`config.mk`:
```
export PLATFORM = sky130hd
export DESIGN_NAME = mem_stage_ctrl
export DESIGN_NICKNAME = d
export VERILOG_FILES = /design/src/rtl/mem_stage_ctrl.sv
export SDC_FILE = /design/constraint.sdc
export NUM_CORES = 1
export LEC_CHECK = 0
export CORE_MARGIN = 5
export CORE_UTILIZATION = 35
export CTS_BUF_LIST = sky130_fd_sc_hd__clkbuf_4 sky130_fd_sc_hd__clkbuf_8
export CTS_CLUSTER_DIAMETER = 50
export DETAILED_ROUTE_END_ITERATION = 10
export PLACE_DENSITY = 0.75
export SYNTH_ARGS = -nofsm -noshare
export SYNTH_HDL_FRONTEND = slang
export SYNTH_SLANG_ARGS = --single-unit
```
`constraint.sdc`:
```
create_clock -name clk -period 1.75 [get_ports clk]
set_input_delay 0.2625 -clock clk [delete_from_list [all_inputs] [get_ports clk]]
set_output_delay 0.2625 -clock clk [all_outputs]
set_load 0.01 [all_outputs]
```
`src/rtl/mem_stage_ctrl.sv`:
```
// mem_stage_ctrl: MEM-stage controller of the five-stage pipeline.
// Issues load/store accesses on a req/ack data-memory port with a bounded
// wait, stalls upstream while an access is in flight, resolves branches and
// drives the MEM/WB register fields (valid for one cycle per instruction).
// Optional feature macro: MEM_ALIGN_CHECK_EN (reject word-misaligned accesses).
module mem_stage_ctrl #(
  parameter int unsigned TIMEOUT = 16
) (
  input  logic        clk,
  input  logic        reset,
  input  logic        regwrite_in,
  input  logic        memtoreg_in,
  input  logic        memwrite_in,
  input  logic        memread_in,
  input  logic        branch_in,
  input  logic        zflag_in,
  input  logic [31:0] branch_result_in,
  input  logic [31:0] alures_in,
  input  logic [31:0] data2_in,
  input  logic [4:0]  instruccion_in,
  output logic        stall_out,
  output logic        pcsrc_out,
  output logic [31:0] pc_target_out,
  output logic        mem_req,
  output logic        mem_we,
  output logic [31:0] mem_addr,
  output logic [31:0] mem_wdata,
  input  logic        mem_ack,
  input  logic [31:0] mem_rdata,
  output logic        regwrite_out,
  output logic        memtoreg_out,
  output logic [31:0] readdata_out,
  output logic [31:0] alures_out,
  output logic [4:0]  instruccion_out,
  output logic        err_out
);

  typedef enum logic [1:0] {
    IDLE   = 2'd0,
    ACCESS = 2'd1,
    DONE   = 2'd2
  } state_t;

  // The abort fires in the cycle whose count is TIMEOUT-1, so the request is
  // held for exactly TIMEOUT cycles; an ack in that same cycle still wins.
  localparam logic [7:0] CNT_LAST = 8'(TIMEOUT - 1);

  state_t      state_q, state_d, state_eff;
  logic [7:0]  cnt_q, cnt_d;
  logic        lat_regwrite_q, lat_regwrite_d;
  logic        lat_memtoreg_q, lat_memtoreg_d;
  logic [4:0]  lat_instr_q, lat_instr_d;
  logic        mem_req_q, mem_req_d;
  logic        mem_we_q, mem_we_d;
  logic [31:0] mem_addr_q, mem_addr_d;
  logic [31:0] mem_wdata_q, mem_wdata_d;
  logic        regwrite_q, regwrite_d;
  logic        memtoreg_q, memtoreg_d;
  logic [31:0] readdata_q, readdata_d;
  logic [31:0] alures_q, alures_d;
  logic [4:0]  instr_q, instr_d;
  logic        err_q, err_d;
  logic        memop;
  logic        misalign;

  assign memop = memread_in | memwrite_in;

`ifdef MEM_ALIGN_CHECK_EN
  assign misalign = (alures_in[1:0] != 2'b00);
`else
  assign misalign = 1'b0;
`endif

  assign pc_target_out   = branch_result_in;
  assign mem_req         = mem_req_q;
  assign mem_we          = mem_we_q;
  assign mem_addr        = mem_addr_q;
  assign mem_wdata       = mem_wdata_q;
  assign regwrite_out    = regwrite_q;
  assign memtoreg_out    = memtoreg_q;
  assign readdata_out    = readdata_q;
  assign alures_out      = alures_q;
  assign instruccion_out = instr_q;
  assign err_out         = err_q;

  // Combinational stall/branch outputs; while reset is asserted they behave as in IDLE.
  always_comb begin
    state_eff = reset ? IDLE : state_q;
    stall_out = 1'b0;
    pcsrc_out = 1'b0;
    case (state_eff)
      IDLE: begin
        stall_out = memop;
        pcsrc_out = branch_in & zflag_in;
      end
      ACCESS:  stall_out = 1'b1;
      DONE:    stall_out = 1'b0;
      default: stall_out = 1'b0;
    endcase
  end

  // Next-state, memory port and MEM/WB field computation (bubble by default).
  always_comb begin
    state_d        = state_q;
    cnt_d          = cnt_q;
    lat_regwrite_d = lat_regwrite_q;
    lat_memtoreg_d = lat_memtoreg_q;
    lat_instr_d    = lat_instr_q;
    mem_req_d      = mem_req_q;
    mem_we_d       = mem_we_q;
    mem_addr_d     = mem_addr_q;
    mem_wdata_d    = mem_wdata_q;
    regwrite_d     = 1'b0;
    memtoreg_d     = 1'b0;
    readdata_d     = 32'd0;
    alures_d       = 32'd0;
    instr_d        = 5'd0;
    err_d          = 1'b0;
    case (state_q)
      IDLE: begin
        if (memop) begin
          if (misalign) begin
            err_d   = 1'b1;
            state_d = DONE;
          end else begin
            mem_req_d      = 1'b1;
            mem_we_d       = memwrite_in;  // read+write together counts as a write
            mem_addr_d     = alures_in;
            mem_wdata_d    = data2_in;
            lat_regwrite_d = regwrite_in;
            lat_memtoreg_d = memtoreg_in;
            lat_instr_d    = instruccion_in;
            cnt_d          = 8'd0;
            state_d        = ACCESS;
          end
        end else begin
          regwrite_d = regwrite_in;
          memtoreg_d = memtoreg_in;
          alures_d   = alures_in;
          instr_d    = instruccion_in;
        end
      end
      ACCESS: begin
        if (mem_ack) begin
          mem_req_d  = 1'b0;
          regwrite_d = lat_regwrite_q;
          memtoreg_d = lat_memtoreg_q;
          alures_d   = mem_addr_q;
          instr_d    = lat_instr_q;
          readdata_d = mem_we_q ? 32'd0 : mem_rdata;
          state_d    = DONE;
        end else if (cnt_q == CNT_LAST) begin
          mem_req_d = 1'b0;
          err_d     = 1'b1;
          state_d   = DONE;
        end else begin
          cnt_d = cnt_q + 8'd1;
        end
      end
      DONE:    state_d = IDLE;
      default: state_d = IDLE;
    endcase
  end

  // State and output registers with synchronous reset.
  always_ff @(posedge clk) begin
    if (reset) begin
      state_q        <= IDLE;
      cnt_q          <= 8'd0;
      lat_regwrite_q <= 1'b0;
      lat_memtoreg_q <= 1'b0;
      lat_instr_q    <= 5'd0;
      mem_req_q      <= 1'b0;
      mem_we_q       <= 1'b0;
      mem_addr_q     <= 32'd0;
      mem_wdata_q    <= 32'd0;
      regwrite_q     <= 1'b0;
      memtoreg_q     <= 1'b0;
      readdata_q     <= 32'd0;
      alures_q       <= 32'd0;
      instr_q        <= 5'd0;
      err_q          <= 1'b0;
    end else begin
      state_q        <= state_d;
      cnt_q          <= cnt_d;
      lat_regwrite_q <= lat_regwrite_d;
      lat_memtoreg_q <= lat_memtoreg_d;
      lat_instr_q    <= lat_instr_d;
      mem_req_q      <= mem_req_d;
      mem_we_q       <= mem_we_d;
      mem_addr_q     <= mem_addr_d;
      mem_wdata_q    <= mem_wdata_d;
      regwrite_q     <= regwrite_d;
      memtoreg_q     <= memtoreg_d;
      readdata_q     <= readdata_d;
      alures_q       <= alures_d;
      instr_q        <= instr_d;
      err_q          <= err_d;
    end
  end

endmodule

```
# --- Yosys cells after proc, flatten, opt, wreduce, memory -nomap -nowiden ---
# Index checks and enable logic that the tools add are counted.
totals:
  register_bits: 155
  inputBits: 142
  output_inout_bits: 172
  wordCells: 64
classes:
  add_sub_neg: 1
  eq_ne: 7
  n_mux: 28
  bitwise_logic: 4
  n_reduce_logical: 9
ops:
  columns: ["operator", "count"]
  rows:
  - ["$mux W32", 2]
  - ["$pmux W32 S2", 1]
  - ["$mux W8", 3]
  - ["$pmux W8 S2", 1]
  - ["$mux W5", 2]
  - ["$pmux W5 S2", 1]
  - ["$mux W1", 9]
  - ["$add A8 B1 Y8 const B", 1]
  - ["$eq A8 B4 Y1 const B", 1]
  - ["$mux W2", 4]
  - ["$pmux W1 S2", 4]
  - ["$ne A2 B2 Y1 const B", 3]
  - ["$eq A2 B1 Y1 const B", 2]
  - ["$logic_not A2 Y1", 2]
  - ["$pmux W2 S2", 1]
  - ["$reduce_and A2 Y1", 2]
  - ["$reduce_and A4 Y1", 1]
  - ["$reduce_or A4 Y1", 1]
  - ["$ne A3 B3 Y1 const B", 1]
  - ["$reduce_and A3 Y1", 1]
  - ["$reduce_or A3 Y1", 1]
  - ["$not A1 Y1", 2]
  - ["$reduce_bool A2 Y1", 1]
  - ["$and A1 B1 Y1", 1]
  - ["$or A1 B1 Y1", 1]

# --- Logic depth before layout (Yosys ltp) ---
logic_depth:
  depth_word: 4
  ltp_mapped: 6
  mapped_depth_nobuf: 5

# --- Least setup slack after synthesis ---
# OpenSTA, ideal clock, no wires.
synth_timing:
  kind: "reg2reg"
  startpoint: "reg cnt_q[0]"
  endpoint: "reg cnt_q[6]"
  setup_time_ns: 0.070
  arrival_ns: 1.315
  required_time_ns: 1.680
  setup_slack_ns: 0.365
  path_stages_with_launch: 6
  n_path_buf: 0
  cell_sequence: "dfxtp_1 ha_1 and3_1 nand3_1 a21oi_1 o2bb2ai_1"
synth_between:
  elab_chain_cells: 4
  word_cells_on_any_way: 7
synth_rtl:
  columns: ["item", "line", "rtl"]
  rows:
  - ["start, declared", "49", "logic [7:0] cnt_q, cnt_d;"]
  - ["start signal, assigned", "185", "cnt_q <= cnt_d;"]
  - ["$add A8 B1 Y8", "157", "cnt_d = cnt_q + 8'd1;"]
  - ["$mux W8", "152", "end else if (cnt_q == CNT_LAST) begin"]
  - ["$mux W8", "144", "if (mem_ack) begin"]
  - ["$pmux W8 S2", "119", "case (state_q)"]
# Parallel ways exist; a longest one is shown, timed or not. The select of a mux whose other input is x is not followed.
# A chain may end at the register's enable or synchronous reset.

# --- Worst setup path in the final report ---
layout_timing:
  startpoint: "reg mem_addr_q[13], in the netlist mem_addr[13]"
  endpoint: "out mem_addr[13]"
layout_lines:
  columns: ["item", "line", "rtl"]
  rows:
  - ["start, declared", "55", "logic [31:0] mem_addr_q, mem_addr_d;"]
  - ["start signal, assigned", "191", "mem_addr_q <= mem_addr_d;"]
  - ["end, declared", "26", "output logic [31:0] mem_addr,"]
# No word-level cell between the ends.

==> results.py <==
metrics = {
    "logic_synthesis": {
        "avgSynthCellArea_um2": 8.84,
        "synth-edff-count": 0,
        "ys_ff_latch": 155,
        "syn_area_um2": 5450,
        "async_flop_share_pct": 0,
        "ys_warn_count": 0,
        "synth_nets": 759,
        "netlist_instances": 616,
        "yosysUniqueCellTypes": 38,
        "yosys_most_used_dff": "dfxtp_1",
        "synth-seq-area-share_pct": 57.0,
    },
    "clocking": {
        "clkSinkCount": 155,
        "clk_pin_slew_ps": 80,
        "cts_buffers": 17,
        "clk_latency_ps": 450,
        "clockBufferDepth": 2,
        "root_buffer": "clkbuf_8",
        "cts_hold_buf": 0,
        "cts_setup_buffers": 0,
        "ctsResizeCount": 6,
        "cts_tree": "built",
        "cts_max_level": 4,
    },
    "global_route": {
        "grt_pass1_vias": 4730,
        "grt_max_degree": 54,
        "grt_pass1_wl_um": 25800,
        "grt_overflow_total": 0,
        "antenna_found_initial": 0,
        "grt_usage_pct": 18.4,
    },
    "detailed_routing": {
        "antenna_left": 0,
        "drtIter0Drc": 253,
        "vias": 4932,
        "vias_per_cell": 4.65,
        "routed_wl_um": 17300,
        "remaining_drc_errors": 0,
        "wire_per_inst_um": 16.3,
        "first_pass_iters": 4,
    },
    "final_layout": {
        "layout_commonest_cell": "clkdlybuf4s50_1",
        "area_growth_pct": 57.2,
        "drive_gt1_share_pct": 8.13,
        "final_cell_mix": "clkdlybuf4s50_1 (245), dfxtp_1 (153), nand2_1 (148)",
        "num-fill-cells": 1368,
        "n_antenna_cell": 0,
        "multi_input_area_um2": 1960,
        "fin_util_pct": 56.1,
        "register_area_um2": 3110,
        "nets": 980,
    },
    "timing": {
        "max_freq_mhz": 600,
        "relSlewSlack_pct": 70.9,
        "finalHoldViolCount": 0,
        "finalSetupViolCount": 0,
        "setup-tns-final_ps": 0,
        "fin_crit_ps": 1670,
        "drv_slew": 0,
        "worstMarginPinSlew_ps": 433,
        "min_period_over_period_pct": 95.2,
        "rsz0062_at_grt": "no",
        "skew_ps": 12.8,
    },
    "run_status": {
        "status": "complete, no violations",
    },
    "worst_setup_path": {
        "worstPathCellList": "clkdlybuf4s50_1",
        "worstPathBufferInverterCount": 1,
        "worst_setup_path_start_kind": "flip-flop",
        "critPathKind": "reg -> out",
        "crit_arrival_ps": 1400,
        "path_delay_family": "buffers and inverters",
        "slowest_stage": "clkdlybuf4s50_1",
        "crit_path_max_fanout": 3,
        "slowest_delay_ps": 570,
        "end_kind": "primary output",
        "crit_required_ps": 1490,
    },
    "place": {
        "dp_hpwl_um": 12700,
        "gp_congestion": 0.811,
        "port_buffers": 249,
    },
    "flow_run": {
        "maxCapViolations": 0,
    },
    "floorplanning": {
        "num_rows": 45,
        "start_util_pct": 35.7,
        "num_io_pins": 314,
        "die_h_um": 135,
        "die_w_um": 135,
        "dieArea_um2": 18200,
        "coreArea_um2": 15300,
    },
    "pwr": {
        "power.density_nw_per_um2": 954,
        "leakagePower_uw": 0.00327,
        "ir_drop_uv": 707,
    },
    "hold_path": {
        "hold_class": "in -> reg",
    },
}
## cell families after synthesis
logic type | after synthesis | share of synthesized area [%]
xor+xnor | 1 | 0.161
compound gates | 136 | 15.1
simple gates | 248 | 19.7
buf+inv | 74 | 7.67
fa+ha+maj | 1 | 0.230
mux | 1 | 0.184
flops | 155 | 57.0
## tightest hold or removal path, cell delays in order
cell and delay (ps):
buf_2 150, or3b_1 180, nor2_1 50
## Yosys cell counts, drive strengths merged (4+ instances only)
| cell | number | area [um2] |
|---|---|---|
| dfxtp | 155 | 3100 |
| nand2 | 148 | 556 |
| a21oi | 80 | 400 |
| buf | 50 | 328 |
| nor2 | 48 | 183 |
| a22oi | 40 | 300 |
| and2 | 33 | 206 |
| clkbuf | 21 | 78.8 |
| nand3 | 4 | 20.0 |
| o21ai | 4 | 20.0 |
## power breakdown
part           internal (uW)  switching, uW  total, uW  leakage, uW
sequential              3720            105       3820      0.00127
combinational            738            626       1360      0.00178
clock                   1620           1360       2980     0.000225
## layout make-up
class,count,area share (%)
tap,211,3.08
multi-input combinational,387,22.9
timing repair buffer,273,32.4
inverter,3,0.132
clock inverter,12,2.18
sequential,155,36.3
clock buffer,19,2.98
## routing by layer
layer	global-route usage, %	wire length [um]
met1	20.4	6740
met2	31.2	8370
met3	7.86	1690
met4	7.24	452
met5	0	0
## stage by stage
| stage | setup WS (ps) | instance area [um2] | hold slack (ps) | total power (uW) | std cells |
|---|---|---|---|---|---|
| detailed placement | -106 | 8110 | 447 | 5290 | 1029 |
| global route | 17.7 | 8560 | 227 | 8570 | 1060 |
| CTS | 55.9 | 8550 | 195 | 8290 | 1060 |
| finish | 84.1 | 8560 | 218 | 8170 | 1060 |
| global placement | -103 | 8110 | 441 | 5270 | 1029 |
| floorplan | 365 | 5450 | 340 | 4490 | 616 |
## registers in the layout, summed over array words and instances (netlist names), 2 cells and up
name	cells
mem_addr	32
state_q	2
lat_instr_q	5
cnt_q	8
readdata_out	32
instruccion_out	5
mem_wdata	32
alures_out	32
## worst paths after layout
kind,startpoint,end,slack (ps),depth (start not counted)
min reg2reg,mem_wdata[6]$_SDFFE_PP0P_,mem_wdata[6]$_SDFFE_PP0P_,450,2
max reg2reg,cnt_q[0]$_SDFFE_PP0P_,cnt_q[0]$_SDFFE_PP0P_,210,5
max,mem_addr[13]$_SDFFE_PP0P_,mem_addr[13],80,1
min,reset,state_q[1]$_SDFFE_PP0P_,220,3
Note: power is estimated with default switching activity, not from simulation.
